`config.mk`:
```
export PLATFORM = sky130hd
export DESIGN_NAME = mem_arbiter_flat
export DESIGN_NICKNAME = d
export VERILOG_FILES = /design/src/rtl/mem_arbiter_if.sv /design/src/rtl/mem_arbiter.sv /design/src/flat_wrapper.sv
export SDC_FILE = /design/constraint.sdc
export NUM_CORES = 1
export LEC_CHECK = 0
export BUFFER_PORTS_ARGS = -buffer_cell sky130_fd_sc_hd__buf_2
export CORE_MARGIN = 4
export CORE_UTILIZATION = 40
export DETAILED_ROUTE_END_ITERATION = 16
export PLACE_DENSITY = 0.86
export SYNTH_ARGS = -nofsm -noshare
export SYNTH_HDL_FRONTEND = slang
export SYNTH_SLANG_ARGS = --single-unit
```
`constraint.sdc`:
```
create_clock -name clk -period 2.8 [get_ports clk]
set_input_delay 0.14 -clock clk [delete_from_list [all_inputs] [get_ports clk]]
set_output_delay 0.14 -clock clk [all_outputs]
set_load 0.05 [all_outputs]
```
`src/rtl/mem_arbiter_if.sv`:
```
// Signal bundle for mem_arbiter: two requester ports plus the shared memory command/response path.
// master = requesters and memory model side, slave = arbiter side.
interface mem_arbiter_if #(
  parameter int ADDR_WIDTH = 32,
  parameter int DATA_WIDTH = 32
);
  logic                    req0, req1;
  logic                    lock0, lock1;
  logic [ADDR_WIDTH-1:0]   addr0, addr1;
  logic [DATA_WIDTH-1:0]   wdata0, wdata1;
  logic [DATA_WIDTH/8-1:0] be0, be1;
  logic                    gnt0, gnt1;
  logic                    rvalid0, rvalid1;
  logic [DATA_WIDTH-1:0]   rdata;
  logic                    mem_en, mem_we;
  logic [ADDR_WIDTH-1:0]   mem_addr;
  logic [DATA_WIDTH-1:0]   mem_wdata;
  logic [DATA_WIDTH/8-1:0] mem_be;
  logic [DATA_WIDTH-1:0]   mem_rdata;

  modport master (
    output req0, req1, lock0, lock1, addr0, addr1, wdata0, wdata1, be0, be1,
    input  gnt0, gnt1, rvalid0, rvalid1, rdata,
    input  mem_en, mem_we, mem_addr, mem_wdata, mem_be,
    output mem_rdata
  );

  modport slave (
    input  req0, req1, lock0, lock1, addr0, addr1, wdata0, wdata1, be0, be1,
    output gnt0, gnt1, rvalid0, rvalid1, rdata,
    output mem_en, mem_we, mem_addr, mem_wdata, mem_be,
    input  mem_rdata
  );
endinterface

```
`src/rtl/mem_arbiter.sv`:
```
// Two-port memory arbiter with lock ownership and a bounded lock run length.
// MEM_ARBITER_ROUND_ROBIN_EN selects round-robin for contested idle grants; default is port 1 priority.
module mem_arbiter #(
  parameter int ADDR_WIDTH = 32,
  parameter int DATA_WIDTH = 32,
  parameter int MAX_LOCK   = 15
) (
  input logic          clk,
  input logic          reset_n,
  mem_arbiter_if.slave bus
);
  localparam int BE_WIDTH  = DATA_WIDTH / 8;
  localparam int CNT_WIDTH = $clog2(MAX_LOCK + 1);

  typedef enum logic [1:0] {IDLE, OWN0, OWN1} state_t;

  state_t               state;
  logic [CNT_WIDTH-1:0] lock_cnt;
  logic [CNT_WIDTH-1:0] next_cnt;
  logic                 force_valid;
  logic                 force_port;
`ifdef MEM_ARBITER_ROUND_ROBIN_EN
  logic                 last_port;
`endif

  logic                  owned0, owned1, contested, pick;
  logic                  sel0, sel1, gnt_any, gnt_port, gnt_lock, max_hit;
  logic [ADDR_WIDTH-1:0] gnt_addr;
  logic [DATA_WIDTH-1:0] gnt_wdata;
  logic [BE_WIDTH-1:0]   gnt_be;

  logic                  en_q, we_q, port_q, rvalid0_q, rvalid1_q;
  logic [ADDR_WIDTH-1:0] addr_q;
  logic [DATA_WIDTH-1:0] wdata_q;
  logic [BE_WIDTH-1:0]   be_q;

  // An owner that drops req loses the lock in that same cycle, so the
  // other port is arbitrated as if the arbiter were already idle.
  always_comb begin
    owned0    = (state == OWN0) && bus.req0;
    owned1    = (state == OWN1) && bus.req1;
    contested = bus.req0 && bus.req1 && !owned0 && !owned1;
    if (force_valid) begin
      pick = force_port;
    end else begin
`ifdef MEM_ARBITER_ROUND_ROBIN_EN
      pick = ~last_port;
`else
      pick = 1'b1;
`endif
    end
    sel0      = owned0 || (!owned1 && bus.req0 && !(contested && pick));
    sel1      = owned1 || (!owned0 && bus.req1 && !(contested && !pick));
    gnt_any   = sel0 || sel1;
    gnt_port  = sel1;
    gnt_lock  = sel1 ? bus.lock1  : bus.lock0;
    gnt_addr  = sel1 ? bus.addr1  : bus.addr0;
    gnt_wdata = sel1 ? bus.wdata1 : bus.wdata0;
    gnt_be    = sel1 ? bus.be1    : bus.be0;
    next_cnt  = ((state == OWN0 && sel0) || (state == OWN1 && sel1)) ?
                lock_cnt + 1'b1 : CNT_WIDTH'(1);
    max_hit   = next_cnt >= CNT_WIDTH'(MAX_LOCK);
  end

  always_ff @(posedge clk or negedge reset_n) begin
    if (!reset_n) begin
      state       <= IDLE;
      lock_cnt    <= '0;
      force_valid <= 1'b0;
      force_port  <= 1'b0;
`ifdef MEM_ARBITER_ROUND_ROBIN_EN
      last_port   <= 1'b1;
`endif
      en_q        <= 1'b0;
      we_q        <= 1'b0;
      port_q      <= 1'b0;
      rvalid0_q   <= 1'b0;
      rvalid1_q   <= 1'b0;
      addr_q      <= '0;
      wdata_q     <= '0;
      be_q        <= '0;
    end else begin
      en_q      <= gnt_any;
      we_q      <= gnt_any && (|gnt_be);
      rvalid0_q <= en_q && !we_q && !port_q;
      rvalid1_q <= en_q && !we_q && port_q;
      if (gnt_any) begin
        addr_q  <= gnt_addr;
        wdata_q <= gnt_wdata;
        be_q    <= gnt_be;
        port_q  <= gnt_port;
`ifdef MEM_ARBITER_ROUND_ROBIN_EN
        last_port <= gnt_port;
`endif
        if (contested) force_valid <= 1'b0;
        if (gnt_lock && !max_hit) begin
          state    <= gnt_port ? OWN1 : OWN0;
          lock_cnt <= next_cnt;
        end else begin
          state    <= IDLE;
          lock_cnt <= '0;
          // Exhausted lock run: the other port wins the next contested cycle.
          if (gnt_lock) begin
            force_valid <= 1'b1;
            force_port  <= ~gnt_port;
          end
        end
      end else begin
        state    <= IDLE;
        lock_cnt <= '0;
      end
    end
  end

  assign bus.gnt0      = sel0 && reset_n;
  assign bus.gnt1      = sel1 && reset_n;
  assign bus.rvalid0   = rvalid0_q;
  assign bus.rvalid1   = rvalid1_q;
  assign bus.rdata     = (rvalid0_q || rvalid1_q) ? bus.mem_rdata : '0;
  assign bus.mem_en    = en_q;
  assign bus.mem_we    = we_q;
  assign bus.mem_addr  = addr_q;
  assign bus.mem_wdata = wdata_q;
  assign bus.mem_be    = be_q;
endmodule

```
`src/flat_wrapper.sv`:
```
// flat-port wrapper written by rule: the top's interface ports become plain ports
module mem_arbiter_flat 
#(
  parameter int ADDR_WIDTH = 32,
  parameter int DATA_WIDTH = 32,
  parameter int MAX_LOCK   = 15
)
  (clk, reset_n, bus_req0, bus_req1, bus_lock0, bus_lock1, bus_addr0, bus_addr1, bus_wdata0, bus_wdata1, bus_be0, bus_be1, bus_gnt0, bus_gnt1, bus_rvalid0, bus_rvalid1, bus_rdata, bus_mem_en, bus_mem_we, bus_mem_addr, bus_mem_wdata, bus_mem_be, bus_mem_rdata);
  mem_arbiter_if #(.ADDR_WIDTH(ADDR_WIDTH), .DATA_WIDTH(DATA_WIDTH)) bus_i ();
  input logic clk;
  input logic reset_n;
  input wire logic [$bits(bus_i.req0)-1:0] bus_req0;
  input wire logic [$bits(bus_i.req1)-1:0] bus_req1;
  input wire logic [$bits(bus_i.lock0)-1:0] bus_lock0;
  input wire logic [$bits(bus_i.lock1)-1:0] bus_lock1;
  input wire logic [$bits(bus_i.addr0)-1:0] bus_addr0;
  input wire logic [$bits(bus_i.addr1)-1:0] bus_addr1;
  input wire logic [$bits(bus_i.wdata0)-1:0] bus_wdata0;
  input wire logic [$bits(bus_i.wdata1)-1:0] bus_wdata1;
  input wire logic [$bits(bus_i.be0)-1:0] bus_be0;
  input wire logic [$bits(bus_i.be1)-1:0] bus_be1;
  output wire logic [$bits(bus_i.gnt0)-1:0] bus_gnt0;
  output wire logic [$bits(bus_i.gnt1)-1:0] bus_gnt1;
  output wire logic [$bits(bus_i.rvalid0)-1:0] bus_rvalid0;
  output wire logic [$bits(bus_i.rvalid1)-1:0] bus_rvalid1;
  output wire logic [$bits(bus_i.rdata)-1:0] bus_rdata;
  output wire logic [$bits(bus_i.mem_en)-1:0] bus_mem_en;
  output wire logic [$bits(bus_i.mem_we)-1:0] bus_mem_we;
  output wire logic [$bits(bus_i.mem_addr)-1:0] bus_mem_addr;
  output wire logic [$bits(bus_i.mem_wdata)-1:0] bus_mem_wdata;
  output wire logic [$bits(bus_i.mem_be)-1:0] bus_mem_be;
  input wire logic [$bits(bus_i.mem_rdata)-1:0] bus_mem_rdata;
  assign bus_i.req0 = bus_req0;
  assign bus_i.req1 = bus_req1;
  assign bus_i.lock0 = bus_lock0;
  assign bus_i.lock1 = bus_lock1;
  assign bus_i.addr0 = bus_addr0;
  assign bus_i.addr1 = bus_addr1;
  assign bus_i.wdata0 = bus_wdata0;
  assign bus_i.wdata1 = bus_wdata1;
  assign bus_i.be0 = bus_be0;
  assign bus_i.be1 = bus_be1;
  assign bus_gnt0 = bus_i.gnt0;
  assign bus_gnt1 = bus_i.gnt1;
  assign bus_rvalid0 = bus_i.rvalid0;
  assign bus_rvalid1 = bus_i.rvalid1;
  assign bus_rdata = bus_i.rdata;
  assign bus_mem_en = bus_i.mem_en;
  assign bus_mem_we = bus_i.mem_we;
  assign bus_mem_addr = bus_i.mem_addr;
  assign bus_mem_wdata = bus_i.mem_wdata;
  assign bus_mem_be = bus_i.mem_be;
  assign bus_i.mem_rdata = bus_mem_rdata;
  mem_arbiter #(.ADDR_WIDTH(ADDR_WIDTH), .DATA_WIDTH(DATA_WIDTH), .MAX_LOCK(MAX_LOCK)) u_core (.clk(clk), .reset_n(reset_n), .bus(bus_i));
endmodule
```
==> flow_summary.ini <==
[global_routing]
grt_max_degree = 76
grt_antenna_before_repair = 0
grt_pass1_wl_um = 18200
grt_overflow = 0
grt_pass1_vias = 3856
track_usage_pct = 19.96

[floorplan]
initial_core_util_pct = 41.19
die_h_um = 108.3
ios = 280
core_mm2 = 0.009774
die_area_mm2 = 0.01174
num_rows = 36
dieWidth_um = 108.3

[worst_setup_path]
critical_path.startpoint_type = flip-flop
crit_fanout = 4
critPathMaxStageDelay_ps = 410
crit_type = reg -> out
cp-end-kind = primary output
crit_required_ps = 2660
crit_slowest_cell = dfrtp_1
arrival_ps = 2040
worstPathCellList = nand2b_1, maj3_1, a21boi_1, and2_1, buf_2
r2r_slack_ps = 890

[detailed_routing]
first_iter_violations = 152
drt_first_pass_iters = 6
viasPerCell = 4.788
routed_wl_um = 12080
avgRoutedWirePerCell_um = 15.10
drcViolationCount = 0
vias = 3830
antenna_left = 0

[clock_tree]
cts_tree = yes
clock-sinks = 81
cts_buffers = 9
postCtsSetupBuffers = 0
ctsHtreeMaxLevel = 3
insertion_delay_ps = 350
root_buffer = clkbuf_8
clockBufferDepth = 2
path_clk_slew_ps = 80

[placement]
dpl.hpwl_um = 9773
dpl.cell_count = 783
port_buffers = 279
place_congestion = 0.7923

[synth]
synth_area_leaders = dfrtp_1, mux2i_1, o21ai_1
synth-compound-area-share_pct = 11.22
syn_nets = 565
synthAdderAreaFrac_pct = 0.5594
yosys.area_share.simple_pct = 15.54
synth_cell_types = 34
yosys.area_share.xor_xnor_pct = 0.6526
netlist_area_mm2 = 0.004026
yosys_warnings = 0
synth_top_family_by_area = multiplexers
synth.mux.area_fraction_pct = 17.15
yosysSeqAreaShare_pct = 50.34
synth_cells = 390
synth.top_cell.area_share_pct = 50.34
synthFlopType = dfrtp_1
syn_avg_cell_area_um2 = 10.32
ys_ff_latch = 81
yosys.area.top_type = dfrtp_1
async_reset_ff_share_pct = 100.0
synth_edf_count = 0

[power]
p_comb_share_pct = 32.0
clkPwrFrac_pct = 28.5
max-vdd-ir-drop_mv = 0.3468
p_sw_mw = 1.274
p_int_mw = 2.140
total_power_mw = 3.414
p_leak_nw = 3.087
seqPwrFrac_pct = 39.5
power_density_mw_per_mm2 = 593.1
switching_share_pct = 37.32

[run]
cap_violations = 0

[timing]
clock_skew_ps = 11.58
finalHoldViolCount = 0
slew_headroom_pct = 56.11
fmax_mhz = 458.8
setup_viol = 0
hold_ws_ps = 34.34
tightest_slew_ps = 658.4
drv_slew = 0
tns_ps = 0
period_minus_slack_ps = 2179
min_period_over_period_pct = 77.84
grt_setup_unrepaired = no

[outcome]
status = finished, final reports clean

[layout]
finalNonFillerCells = 800
antenna_cells = 0
nets = 837
n_fill_cell = 872
syn_to_final_growth_pct = 42.98
drive_above_1_share_pct = 46.93

[worst_hold_path]
worstHoldPathType = in -> reg
==> layout make-up <==
| type | count | area (um2) | share of cell area (%) |
|---|---|---|---|
| Clock buffer | 11 | 151.4 | 2.630 |
| Clock inverter | 5 | 77.57 | 1.348 |
| Inverter | 6 | 22.52 | 0.3912 |
| Multi-Input combinational cell | 277 | 1838 | 31.93 |
| Sequential cell | 81 | 2027 | 35.21 |
| Tap cell | 133 | 166.4 | 2.891 |
| Timing Repair Buffer | 287 | 1474 | 25.60 |
==> stage by stage <==
step	utilization (%)	worst slack [ps]	cell area [um2]
after floorplan	-	946.8	4026
after global placement	56.45	947.5	5518
after detailed placement	56.45	853.1	5518
after CTS	58.90	616.3	5757
after global routing	58.90	507.4	5757
final	58.90	620.6	5757
==> critical path, delay by kind of cell (launching register included) <==
kind	cells	cell delay (ps)
adder cells (fa/ha/maj)	1	360
AND/OR/NAND/NOR	2	390
buffers and inverters	1	270
AO/OA/AOI/OAI	1	270
flip-flops	1	410
==> logic make-up (layout without fill, tap and decap cells) <==
| kind of cell | after synthesis | count (layout) |
|---|---|---|
| muxes | 69 | 69 |
| adders and majority gates | 2 | 2 |
| AOI/OAI and AO/OA | 78 | 78 |
| DFF | 81 | 81 |
| and+or+nand+nor | 125 | 125 |
| xor gates and xnor gates | 3 | 3 |
| buffers and inverters | 32 | 309 |
==> cells in the mapped netlist (2+ instances only) <==
| master | instances |
|---|---|
| inv_1 | 4 |
| o21ai_1 | 70 |
| buf_6 | 8 |
| and2_1 | 2 |
| inv_2 | 2 |
| nor4_1 | 3 |
| nor2b_1 | 32 |
| nand3_1 | 2 |
| mux2i_1 | 69 |
| nand2_1 | 72 |
| nor2_1 | 4 |
| nand3b_4 | 2 |
| nor3b_1 | 3 |
| clkbuf_1 | 15 |
| xor2_1 | 2 |
| dfrtp_1 | 81 |
| buf_2 | 2 |
==> sequential cells by signal (all words and copies together), names as in the netlist <==
name and cells:
u_core.bus.mem_wdata 32, u_core.bus.mem_en 1, u_core.bus.mem_addr 32, u_core.bus.mem_we 1, u_core.state 2, u_core.force_valid 1, u_core.bus.rvalid0 1, u_core.force_port 1
u_core.bus.rvalid1 1, u_core.bus.mem_be 4, u_core.port_q 1, u_core.lock_cnt 4
==> power groups by stage <==
stage / clock network (mW) / registers, mW / logic, mW
CTS: 1.01 / 1.35 / 1.10
global placement: 0 / 1.36 / 1.08
global route: 1.05 / 1.36 / 1.16
floorplan: 0 / 1.76 / 0.362
detailed placement: 0 / 1.37 / 1.10
finish: 0.972 / 1.35 / 1.09
==> per-layer routing <==
layer	GRT usage (%)	vias up	share of wire [%]
li1	-	1878	-
met1	21.03	1768	36
met2	37.34	169	53
met3	5.910	15	9.3
met4	7.394	0	1.5
met5	0	-	0
==> worst paths after layout <==
check | end | start | depth (start not counted)
worst max-delay path | bus_gnt0 | u_core.force_port | 5
worst min-delay path | u_core.force_port | bus_lock1 | 2
worst max register to register | u_core.lock_cnt[3] | u_core.state[1] | 5
worst min register to register | u_core.bus.rvalid0 | u_core.port_q | 1
max in group asynchronous | u_core.bus.mem_addr[23] | reset_n | 3
min in group asynchronous | u_core.bus.mem_be[3] | reset_n | 2
==> layout by cell type, fill, tap and decap left out, types with 2 or more instances in the layout <==
cell	n
clkbuf_8	11
o21ai_1	70
clkinv_2	2
nand3b_4	2
dfrtp_1	81
and2_1	2
mux2i_1	69
buf_2	278
nor4_1	3
nor2b_1	32
inv_2	2
nor2_1	2
nand2_1	72
inv_1	4
bufinv_16	2
xor2_1	2
buf_4	7
nand3_1	2
nor3b_1	3
==> repair_timing <==
action | in CTS | in global routing
hold buffers | 1 | 0
gates resized for setup | 0 | 0
endpoints found under the hold margin | 18 | 0
Power figures use the tool's default switching activity.
